--- src/rtl/mul_sequencer.sv ---
// rtl/mul_sequencer.sv - iterative shift-add 32x32 multiplier sequencer for MUL/SMULL/UMULL
module mul_sequencer #(
    parameter int WIDTH = 32,
    parameter int CNT_W = 6
) (
    input  logic             clk,
    input  logic             reset,
    input  logic             start,
    input  logic [1:0]       mul_op,
    input  logic [WIDTH-1:0] a,
    input  logic [WIDTH-1:0] b,
    output logic             busy,
    output logic             done,
    output logic [WIDTH-1:0] result_lo,
    output logic [WIDTH-1:0] result_hi,
    output logic [3:0]       flags
);

    localparam logic [1:0] S_IDLE = 2'd0;
    localparam logic [1:0] S_CALC = 2'd1;
    localparam logic [1:0] S_FIX  = 2'd2;
    localparam logic [1:0] S_DONE = 2'd3;

    localparam logic [1:0] OP_MUL   = 2'b00;
    localparam logic [1:0] OP_SMULL = 2'b01;

    localparam logic [CNT_W-1:0] LAST = CNT_W'(WIDTH - 1);

    logic [1:0]         state;
    logic [1:0]         op_q;
    logic [CNT_W-1:0]   cnt;
    logic [WIDTH-1:0]   mcand;
    logic [WIDTH-1:0]   acc_hi;
    logic [WIDTH-1:0]   mplr;
    logic               neg;

    logic               is_signed;
    logic [WIDTH-1:0]   abs_a;
    logic [WIDTH-1:0]   abs_b;
    logic [WIDTH:0]     sum;
    logic [2*WIDTH-1:0] full;
    logic [2*WIDTH-1:0] prod;
    logic               flag_n;
    logic               flag_z;

    assign is_signed = (mul_op == OP_SMULL);
    // Two's-complement magnitude; 0x80000000 maps to itself, which is correct as unsigned.
    assign abs_a = a[WIDTH-1] ? -a : a;
    assign abs_b = b[WIDTH-1] ? -b : b;

    // Upper half plus carry; the shift moves the carry back into acc_hi's MSB.
    assign sum  = {1'b0, acc_hi} + (mplr[0] ? {1'b0, mcand} : {(WIDTH + 1){1'b0}});
    assign full = {acc_hi, mplr};
    assign prod = neg ? -full : full;

    always_comb begin
        flag_n = prod[2*WIDTH-1];
        flag_z = (prod == '0);
        if (op_q == OP_MUL) begin
            flag_n = prod[WIDTH-1];
            flag_z = (prod[WIDTH-1:0] == '0);
        end
    end

    assign busy = (state != S_IDLE);
    assign done = (state == S_DONE);

    always_ff @(posedge clk or negedge reset) begin
        if (!reset) begin
            state     <= S_IDLE;
            op_q      <= 2'b00;
            cnt       <= '0;
            mcand     <= '0;
            acc_hi    <= '0;
            mplr      <= '0;
            neg       <= 1'b0;
            result_lo <= '0;
            result_hi <= '0;
            flags     <= 4'b0000;
        end else begin
            case (state)
                S_IDLE: begin
                    if (start) begin
                        op_q   <= mul_op;
                        mcand  <= is_signed ? abs_a : a;
                        mplr   <= is_signed ? abs_b : b;
                        neg    <= is_signed & (a[WIDTH-1] ^ b[WIDTH-1]);
                        acc_hi <= '0;
                        cnt    <= '0;
                        state  <= S_CALC;
                    end
                end
                S_CALC: begin
                    acc_hi <= sum[WIDTH:1];
                    mplr   <= {sum[0], mplr[WIDTH-1:1]};
                    cnt    <= cnt + 1'b1;
                    if (cnt == LAST) begin
                        state <= S_FIX;
                    end
                end
                S_FIX: begin
                    result_lo <= prod[WIDTH-1:0];
                    result_hi <= prod[2*WIDTH-1:WIDTH];
                    flags     <= {flag_n, flag_z, 2'b00};
                    state     <= S_DONE;
                end
                default: begin
                    state <= S_IDLE;
                end
            endcase
        end
    end

endmodule

--- config.mk ---
export PLATFORM = sky130hd
export DESIGN_NAME = mul_sequencer
export DESIGN_NICKNAME = d
export VERILOG_FILES = /design/src/rtl/mul_sequencer.sv
export SDC_FILE = /design/constraint.sdc
export NUM_CORES = 1
export LEC_CHECK = 0
export CORE_MARGIN = 2
export CORE_UTILIZATION = 55
export DETAILED_ROUTE_END_ITERATION = 6
export DONT_BUFFER_PORTS = 1
export PLACE_DENSITY = 0.79
export SYNTH_ARGS = -nofsm -noshare
export SYNTH_HDL_FRONTEND = slang
export SYNTH_SLANG_ARGS = --single-unit
export TNS_END_PERCENT = 50
--- constraint.sdc ---
create_clock -name clk -period 4.66 [get_ports clk]
set_input_delay 0.699 -clock clk [delete_from_list [all_inputs] [get_ports clk]]
set_output_delay 0.699 -clock clk [all_outputs]
set_load 0.005 [all_outputs]
---- After elaboration in Yosys (flattened, before gate mapping) ----
Index checks and enable logic that the tools add are counted.
storage, ports and cells
  bits in registers ....................... 173
  input port bits ......................... 69
  output and inout port bits .............. 70
  logic and storage cells ................. 50
cells by class
  add/sub/neg operators ................... 5
  equality and inequality tests ........... 7
  muxes and demuxes ....................... 17
  bitwise logic cells ..................... 2
  reduce and logical (&&, ||, !) cells .... 9
operators with widths
  operator                                        count
  two-way mux 32 bit                              7
  case mux 32 bit (2 select lines)                2
  logical NOT 64 bit                              1
  two-way mux 64 bit                              1
  negation 32 bit                                 2
  negation 64 bit                                 1
  adder 32 x 32 -> 33 bit                         1
  logical NOT 32 bit                              1
  case mux 6 bit (2 select lines)                 1
  adder 6 x 1 -> 6 bit (second input constant)    1
  == test 6 x 5 -> 1 bit (second input constant)  1
  two-way mux 6 bit                               1
  case mux 2 bit (3 select lines)                 1
  AND reduction 2 bit                             3
  == test 2 x 1 -> 1 bit (second input constant)  2
  == test 2 bit (second input constant)           2
  logical NOT 2 bit                               2
  two-way mux 2 bit                               2
  != test 2 bit (second input constant)           2
  nonzero test 2 bit                              2
  two-way mux 1 bit                               2
  bitwise AND 1 bit                               1
  bitwise XOR 1 bit                               1

---- Depth between registers and ports, before layout ----
  depth in word-level cells ............... 5
  depth in mapped cells ................... 14

---- Least setup slack after synthesis ----
Ideal clock, no wire load.
  kind .................................... register to register
  from .................................... reg mplr[0]
  to ...................................... reg flags[2]
  data arrival time ....................... 3.521 ns
  required time ........................... 4.583 ns
  setup slack ............................. 1.063 ns
  stages on the path, launching flop included .. 15
  path buffers ............................ 3
  cells stage by stage .................... dfrtp_1 clkbuf_1 clkbuf_1 inv_1 ha_1 nor3b_2 nand4_1 or3_1 clkbuf_1 o31ai_1 xor2_1 nand3_1 or4_1 or4_1 o21ai_1
on the way
  word-level cells in the longest chain between the ends .. 4
  elaborated cells between the ends (all ways) .. 5
  classes of those cells .................. add/sub: 1; mux: 2; reduce/logical: 2
ends and longest elaborated chain
  element                                                          RTL line  text
  from (decl)                                                      34        logic [WIDTH-1:0] mplr;
  from (signal assigned)                                           86        mplr <= is_signed ? abs_b : b;
  from (signal assigned)                                           95        mplr <= {sum[0], mplr[WIDTH-1:1]};
  negation 64 bit                                                  54        assign prod = neg ? -full : full;
  two-way mux 64 bit *                                             54
  logical NOT 64 bit / logical NOT 32 bit (equally long branches)  58, 61
  two-way mux 1 bit *                                              59        if (op_q == OP_MUL) begin
  to (signal assigned)                                             104       flags <= {flag_n, flag_z, 2'b00};
  to (decl)                                                        16        output logic [3:0] flags
Every way passes the cells marked *; elsewhere a longest branch is shown, timed or not.
A chain may end at the register's enable or synchronous reset.

---- Final worst setup path ----
  from .................................... reg mplr[12]
  to ...................................... reg flags[2]
Same word-level chain as after synthesis.

==> metrics.txt <==
Synth Flop Type dfrtp_1; asr flop ratio synth 1.00; CTS tree yes; area leader, netlist dfrtp_1; fmax 262 MHz; Hold Fails Final Rpt 167; final instance area 13000 um^2; setup repair after global routing missed its margin no; Final min period 3.81 ns; GR Util All Layers 0.279; Placed Area 12300 um^2; worst clock skew 0.0101 ns; Critical Path RT 5.02 ns; Post-CTS Setup Inserts 0; PwrDens 685 nW/um^2; drt pass-1 iters 5; grt total ovfl 0; initial antenna violation count 0; CTS sink count 173; Netlist cell types 81; placer congestion estimate 0.963; starting density of the core 0.561; remaining antenna violation count after routing 0; Gate Count Post-Synth 1499; number of diodes 0; Post-DP HPWL 23.9 mm; worst relative slew slack 0.249; Final #Nets 1545; DR vias 11000; Worst-Margin Slew 1.12 ns; sequential area share after synthesis 0.354; number of global-route vias before repair 10100; I/O Buffers 0; ranking of synthesized cells by area dfrtp_1 (35%), o21ai_0 (6.1%), a21oi_1 (5.9%); YS warnings 0; worst-path maximum fanout 8; wire per inst 19.1 um; clk_lat worst skew 0.44 ns; Setup TNS 0 ns; synthesis-to-layout area growth 5.96%; CP arrival 4.17 ns; CTS clk-pin slew, worst paths 0.07 ns; worst r2r src mplr[12]; LEAKAGE 5.42 nW; DIE HEIGHT 153 um; DR iter-0 viols 1221; Synth top area share 0.354; DR DRC count 0; synthesized area 12200 um^2; # setup viols final 0; Setup crit start mplr[12]; outcome complete, but fails checks; Post-synth EDFFs 0; Core ar. 21800 um^2; Hold WC Path Type in2async; Avg Cell Area, Syn 8.16 um^2; Row Count 54; chip width 153 um; Fin Hold WS -0.0421 ns; kind of critical path reg2reg; Clock Root Buffer clkbuf_16; die area 23500 um^2; # fillers 1930; critical path capture point type flop; H-tree depth 4; Worst VDD drop 0.297 mV; CTS Buf Count 17; layout cells sized above 1 0.0636; CP startpoint kind flop; WL final 32.9 mm; drt via density 6.34; pin count of the biggest net entering global routing 174; failing checks negative hold slack; period utilisation layout 0.818; Ports 139; Synth Register Bits 173; CTS Buffer Depth 2; Final Max Slew Viols 0; max cap viols 0; first-pass GRT wire length 53.2 mm
worst paths after layout:
path	slack, ns	to	depth (start not counted)
max in group asynchronous	4.48	result_hi[29]	0
max	0.85	flags[2]	10
min in group clk	0.36	op_q[1]	2
min reg2reg	0.48	mcand[14]	2
max reg2reg	0.85	flags[2]	10
min	-0.04	state[0]	0
routing by layer:
metal | vias up | part of all wire | GRT usage
met1 | 5172 | 0.46 | 0.413
li1 | 5230 | - | -
met5 | - | 0 | 0
met4 | 0 | 0.016 | 0.0701
met3 | 52 | 0.096 | 0.0646
met2 | 499 | 0.43 | 0.412
area by class of cell:
cell class	instances	area, um^2	share of cell area
repair buffers	19	155	0.0120
multi-input cells	1190	7380	0.569
inverters	33	124	0.00955
flip-flops and latches	173	4330	0.334
clock buffers	17	425	0.0328
well taps	280	350	0.0270
clock inverters	15	196	0.0152
registers in the layout, summed over array words and instances, names as in the netlist:
signal,count
op_q,2
state,2
cnt,6
result_lo,32
neg,1
flags,2
result_hi,32
acc_hi,32
mplr,32
mcand,32
worst max-delay path, cell delays in order (launching register included):
cell and delay, ns:
dfrtp_1 0.49, nor3_1 0.56, nand4_1 0.40, nor3_1 0.35, buf_4 0.20, nand2_1 0.13, o41ai_1 0.40, xor2_1 0.26
o2111ai_1 0.22, or4_1 0.57, o21ai_1 0.14
stage by stage:
stage	worst slack (ns)	utilization	cells	hold slack, ns	total power [mW]
after CTS	0.918	0.594	1727	-0.0495	8.82
after global placement	1.05	0.566	1695	0.414	7.14
after floorplan	1.06	-	1500	0.403	6.12
after detailed placement	0.954	0.566	1695	0.412	7.26
after global routing	0.598	0.594	1727	-0.0566	9.57
final	0.849	0.594	1727	-0.0421	8.88
timing repair:
action / CTS / global route
hold endpoints to repair: 173 / 173
endpoints found under the setup margin: 0 / 0
resized for setup: 0 / 0
cells by family (layout without fill, tap and decap cells):
kind of cell | Yosys count | in the layout | synth area share
AOI/OAI and AO/OA | 434 | 434 | 0.214
other | 1 | 2 | 0.000306
DFF | 173 | 173 | 0.354
xor gates and xnor gates | 143 | 143 | 0.102
adders and majority gates | 42 | 42 | 0.0436
buffers and inverters | 137 | 84 | 0.0452
muxes | 24 | 24 | 0.0210
and+or+nand+nor | 545 | 545 | 0.220
cells in the final DEF, fill, tap and decap left out, drive strengths merged, types with 19 or more instances in the layout:
cell,synthesis,final
dfrtp,173,173
nand2,156,156
o21ai,151,151
a21oi,145,145
nor2,141,141
xor2,79,79
xnor2,64,64
nor3,43,43
ha,41,41
inv,32,41
and2,40,40
nand3,32,32
o31ai,21,21
nor4,21,21
buf,20,19
synth_stat cells (all sizes together), types with 5 or more instances:
master and n:
a21o 18, or2 6, o41ai 13, nand4b 5
nor4 21, a31oi 14, or4 16, a41oi 8
clkbuf 84, a32oi 8, mux2 13, nand2 156
inv 32, nor2b 9, dfrtp 173, buf 20
nor3 43, nand2b 11, ha 41, xnor2 64
mux2i 11, nor2 141, a21oi 145, o31ai 21
a211oi 5, a211o 5, xor2 79, a31o 5
and3 18, o21ai 151, and4 5, nand3 32
nand4 17, and2 40, or3 14
power by group:
group	internal, mW	switching (mW)	leakage (nW)	total, mW
clock network	0.864	0.662	0.301	1.53
registers	2.19	0.862	2.13	3.06
logic	1.63	2.67	2.99	4.30
total	4.68	4.19	5.42	8.88
No activity file was read; power rests on OpenSTA's default activity.
